**src/rtl/id_ex_stage.sv**
```systemverilog
// id_ex_stage: ID/EX pipeline register with load-use hazard detection, flush, hold and a stall counter
module id_ex_stage #(
    parameter int DATA_W = 32,
    parameter int REG_W = 5,
    parameter logic [3:0] ALU_NOP = 4'hF,
    parameter logic [15:0] CNT_MAX = 16'hFFFF
) (
    input  logic              clk,
    input  logic              rst,
    input  logic              id_valid,
    input  logic [3:0]        id_aluop,
    input  logic              id_alusrc,
    input  logic              id_regdst,
    input  logic              id_regwrite,
    input  logic              id_writemem,
    input  logic              id_readmem,
    input  logic              id_memtoreg,
    input  logic [1:0]        id_shift,
    input  logic              id_branch,
    input  logic [DATA_W-1:0] id_rs_data,
    input  logic [DATA_W-1:0] id_rt_data,
    input  logic [DATA_W-1:0] id_imm,
    input  logic [4:0]        id_shamt,
    input  logic [REG_W-1:0]  id_rs,
    input  logic [REG_W-1:0]  id_rt,
    input  logic [REG_W-1:0]  id_rd,
    input  logic              flush_i,
    input  logic              hold_i,
    output logic              ex_valid,
    output logic [3:0]        ex_aluop,
    output logic              ex_alusrc,
    output logic              ex_writemem,
    output logic              ex_readmem,
    output logic              ex_memtoreg,
    output logic              ex_regwrite,
    output logic [1:0]        ex_shift,
    output logic [DATA_W-1:0] ex_rs_data,
    output logic [DATA_W-1:0] ex_rt_data,
    output logic [DATA_W-1:0] ex_imm,
    output logic [4:0]        ex_shamt,
    output logic [REG_W-1:0]  ex_rs,
    output logic [REG_W-1:0]  ex_rt,
    output logic [REG_W-1:0]  ex_wreg,
    output logic              stall_o,
    output logic [15:0]       lu_stall_cnt
);
    logic uses_rs, uses_rt, load_use, bubble;

    // Loads are recognised by memtoreg&regwrite since branches also drive readmem
    always_comb begin
        uses_rs = id_shift == 2'b00;
        uses_rt = ~id_alusrc | id_writemem | id_branch;
        load_use = id_valid & ex_valid & ex_memtoreg & ex_regwrite & (ex_wreg != '0) &
                   ((uses_rs & (ex_wreg == id_rs)) | (uses_rt & (ex_wreg == id_rt)));
        stall_o = hold_i | load_use;
        bubble = flush_i | load_use | ~id_valid;
    end

    always_ff @(posedge clk) begin
        if (rst) begin
            ex_valid     <= 1'b0;
            ex_aluop     <= ALU_NOP;
            ex_alusrc    <= 1'b0;
            ex_writemem  <= 1'b0;
            ex_readmem   <= 1'b0;
            ex_memtoreg  <= 1'b0;
            ex_regwrite  <= 1'b0;
            ex_shift     <= '0;
            ex_rs_data   <= '0;
            ex_rt_data   <= '0;
            ex_imm       <= '0;
            ex_shamt     <= '0;
            ex_rs        <= '0;
            ex_rt        <= '0;
            ex_wreg      <= '0;
            lu_stall_cnt <= '0;
        end else if (!hold_i) begin
            if (load_use && lu_stall_cnt != CNT_MAX)
                lu_stall_cnt <= lu_stall_cnt + 16'd1;
            ex_valid     <= ~bubble;
            ex_aluop     <= bubble ? ALU_NOP : id_aluop;
            ex_alusrc    <= ~bubble & id_alusrc;
            ex_writemem  <= ~bubble & id_writemem;
            ex_readmem   <= ~bubble & id_readmem;
            ex_memtoreg  <= ~bubble & id_memtoreg;
            ex_regwrite  <= ~bubble & id_regwrite;
            ex_shift     <= bubble ? '0 : id_shift;
            ex_rs_data   <= bubble ? '0 : id_rs_data;
            ex_rt_data   <= bubble ? '0 : id_rt_data;
            ex_imm       <= bubble ? '0 : id_imm;
            ex_shamt     <= bubble ? '0 : id_shamt;
            ex_rs        <= bubble ? '0 : id_rs;
            ex_rt        <= bubble ? '0 : id_rt;
            ex_wreg      <= bubble ? '0 : (id_regdst ? id_rd : id_rt);
        end
    end
endmodule
```
**config.mk**
```make
export PLATFORM = sky130hd
export DESIGN_NAME = id_ex_stage
export DESIGN_NICKNAME = d
export VERILOG_FILES = /design/src/rtl/id_ex_stage.sv
export SDC_FILE = /design/constraint.sdc
export NUM_CORES = 1
export LEC_CHECK = 0
export BUFFER_PORTS_ARGS = -buffer_cell sky130_fd_sc_hd__buf_4
export CAP_MARGIN = 30
export CORE_ASPECT_RATIO = 1.1
export CORE_MARGIN = 2
export CORE_UTILIZATION = 30
export DETAILED_ROUTE_END_ITERATION = 6
export REMOVE_ABC_BUFFERS = 1
export SETUP_SLACK_MARGIN = 0.3
export SLEW_MARGIN = 0
export SYNTH_ARGS = -nofsm -noshare
export SYNTH_HDL_FRONTEND = slang
export SYNTH_SLANG_ARGS = --single-unit
```
**constraint.sdc**
```tcl
create_clock -name clk -period 4.94 [get_ports clk]
set_input_delay 0.988 -clock clk [delete_from_list [all_inputs] [get_ports clk]]
set_output_delay 0.988 -clock clk [all_outputs]
set_load 0.03 [all_outputs]
```
==> flow_metrics.tcl <==
set metrics [dict create \
    start_util_pct 30.5 \
    slowest_delay_ps 490 \
    htreeDepth 4 \
    min_path_type "register to register" \
    setup_tns_ps 0 \
    wl_mm 15.5 \
    diodes 0 \
    cts_root_buffer "clkbuf_16" \
    worst-path-max-fanout 28 \
    p_sw_share_pct 25.4 \
    io_buffer_count 278 \
    synth_area_leader_cell "dfxtp_1" \
    drv_slew 0 \
    synth_edf_count 0 \
    numCtsBuffers 17 \
    vdd_ir_drop_max_v 0.000228 \
    multi_input_area_sq_um 1930 \
    synthArstFlopShare_pct 0 \
    critical_path_arrival_ps 2520 \
    cts_hold_buffers 0 \
    p_seq_share_pct 44.3 \
    ys_warn_count 0 \
    cp-end-kind "output port" \
    drc 0 \
    required_ps 3950 \
    worst_path_max_delay_cell "nor3b_1" \
    grtUsageTotal_pct 17.3 \
    clock.fmax_mhz 285 \
    relSlewSlack_pct 52.1 \
    power_density_nw_per_um2 347 \
    io_pins 279 \
    cts_setup_buffers 0 \
    clock_skew_ps 18.9 \
    synth_area_leaders "dfxtp_1 58%, a22o_1 21%, xor2_1 1.8%" \
    hold_violations 0 \
    synth_seq_area_share_pct 58.0 \
    row_count 49 \
    p_leak_nw 3.55 \
    period_share_pct 71.0 \
    coreArea_sq_um 16300 \
    reg2reg_depth 7 \
    drive_above_1_share_pct 46.5 \
    yosys-top-cells-count "144 x dfxtp_1, 118 x a22o_1, 20 x clkbuf_1" \
    cts_tree "yes" \
    ys_types 37 \
    post_cts_resize_count 0 \
    setup_viol 0 \
    pwr-share-clk_pct 46.1 \
    critical_path_buf_inv_count 3 \
    first_global_vias 4484 \
    ant_nets 0 \
    drt_iter0_drc 224 \
    fill_cells 1509 \
    critPathKind "input port to output port" \
    clk_pin_slew_worst_paths_ps 60 \
    grt_max_degree 79 \
    avgSynthCellArea_sq_um 11.6 \
    dpl.hpwl_mm 11.0 \
    wl_per_cell_microns 17.0 \
    crit_cells 7 \
    p_total_w 0.00271 \
    synthesis.area_sq_um 4970 \
    seqCellArea_sq_um 2880 \
    synth_top_area_share_pct 58.0 \
    clock_sinks 144 \
    die_w_microns 127 \
    worstPathCellList "buf_4 > nor3b_1 > nor4_2 > a22oi_2 > buf_4 > o21bai_1 > buf_4" \
    routed_via_density 5.00 \
    status "completed" \
    firstDrtPassIters 4 \
    yosys_register_bits 144 \
    power_frac_comb_pct 9.5 \
    holdWs_ps 472 \
    cap_viol_max_count 0 \
    path_common_cell "buf_4" \
    gp_congestion 0.785 \
    p_switching_w 0.000689 \
    die_y_microns 139 \
    min_path_cells 1 \
    areaGrowthSynthToFinish_pct 57.1 \
    synth_ff_type "dfxtp_1" \
    clk_latency_ps 430 \
    vias 4553 \
    antenna_found_initial 0 \
    critical_path.top_delay_family "simple AND/OR/NAND/NOR gates" \
    grt_pass1_wl_mm 24.2 \
    clk_path_buf_depth 2 \
    start_kind "input port" \
    postSynthCellCount 428 \
    nets 829 \
    rsz0062_at_grt "false" \
    tightest_slew_ps 716 \
    cell_internal_pwr_w 0.00203 \
    overflow 0 \
    die-area_sq_um 17600 \
    fin_crit_ps 3510 \
    synth.most_common_cell "dfxtp_1" \
]
==> flip-flops by register name, summed over array words and instances (netlist names), 2 cells and up <==
register	cells
ex_rs_data	32
ex_rt	5
ex_rs	5
ex_aluop	4
ex_shift	2
ex_wreg	5
lu_stall_cnt	16
ex_imm	32
ex_rt_data	32
ex_shamt	5
==> kinds of logic (layout without fill, tap and decap cells) <==
| family | after synthesis | after routing | synth area share [%] |
|---|---|---|---|
| muxes | 12 | 12 | 2.59 |
| AOI/OAI and AO/OA | 150 | 150 | 25.0 |
| DFF | 144 | 144 | 58.0 |
| buffers and inverters | 36 | 315 | 3.45 |
| adders and majority gates | 1 | 1 | 0.252 |
| xor gates and xnor gates | 10 | 10 | 1.76 |
| and+or+nand+nor | 75 | 75 | 9.01 |
==> stage by stage <==
| step | worst slack, ps | utilization [%] | instances | area [sq um] |
|---|---|---|---|---|
| 6_report | 1430 | 47.9 | 911 | 7820 |
| 5_1_grt | 1330 | 47.9 | 911 | 7820 |
| 4_1_cts | 1400 | 47.9 | 911 | 7820 |
| 3_5_place_dp | 1430 | 44.4 | 879 | 7240 |
| 3_3_place_gp | 1430 | 44.2 | 878 | 7210 |
| 2_1_floorplan | -602 | - | 393 | 4810 |
==> path summary, 6_finish.rpt <==
path	startpoint	slack [ps]	to
setup reg to reg	ex_wreg[4]	2490	ex_rt_data[15]
hold reg to reg	ex_aluop[2]	470	ex_aluop[2]
hold / removal	ex_aluop[2]	470	ex_aluop[2]
setup / recovery	id_writemem	1430	stall_o
==> cell usage in the layout, fill, tap and decap left out, types with 2 or more instances in the layout <==
master / count
a21oi_1: 10
a22o_1: 118
and3_1: 4
and4_1: 3
buf_12: 2
buf_4: 279
clkbuf_16: 17
clkinv_4: 2
clkinvlp_4: 5
dfxtp_1: 144
inv_6: 5
inv_8: 2
mux2_2: 7
mux2i_1: 5
nand2_1: 9
nand2b_1: 2
nand3_1: 5
nand4_1: 9
nor2_1: 10
nor2b_1: 7
nor3_1: 8
nor3b_1: 2
nor4_2: 2
o21ai_0: 7
o22a_1: 4
o31ai_1: 7
or4_1: 7
xor2_1: 10
==> per-layer routing <==
layer | share of wire (%) | up-vias | GRT usage (%)
met5 | 0 | - | 0
li1 | - | 2171 | -
met2 | 47 | 203 | 27.1
met4 | 2.7 | 0 | 7.92
met1 | 41 | 2149 | 21.5
met3 | 8.6 | 30 | 5.94
==> power by group through the flow <==
| stage | Combinational (W) | Clock (W) | Sequential [W] |
|---|---|---|---|
| after floorplan | 0.0000557 | 0 | 0.00128 |
| after global placement | 0.000255 | 0 | 0.00123 |
| after detailed placement | 0.000261 | 0 | 0.00123 |
| after CTS | 0.000262 | 0.00129 | 0.00120 |
| after global routing | 0.000275 | 0.00134 | 0.00121 |
| final | 0.000259 | 0.00125 | 0.00120 |
==> layout make-up <==
cell class,instances,area share (%)
clock buffer,17,5.44
clock inverter,15,1.94
inverter,1,0.0480
multi-input combinational,248,24.8
sequential,144,36.9
tap,204,3.27
timing repair buffer,282,27.7
==> worst reg2reg max path, delay by kind of cell, from the launching register on <==
family	cells	cell delay, ps
AO/OA/AOI/OAI	3	980
buffers and inverters	2	680
flip-flops	1	440
XOR/XNOR	1	190
AND/OR/NAND/NOR	1	70
Note: power is estimated with default switching activity, not from simulation.
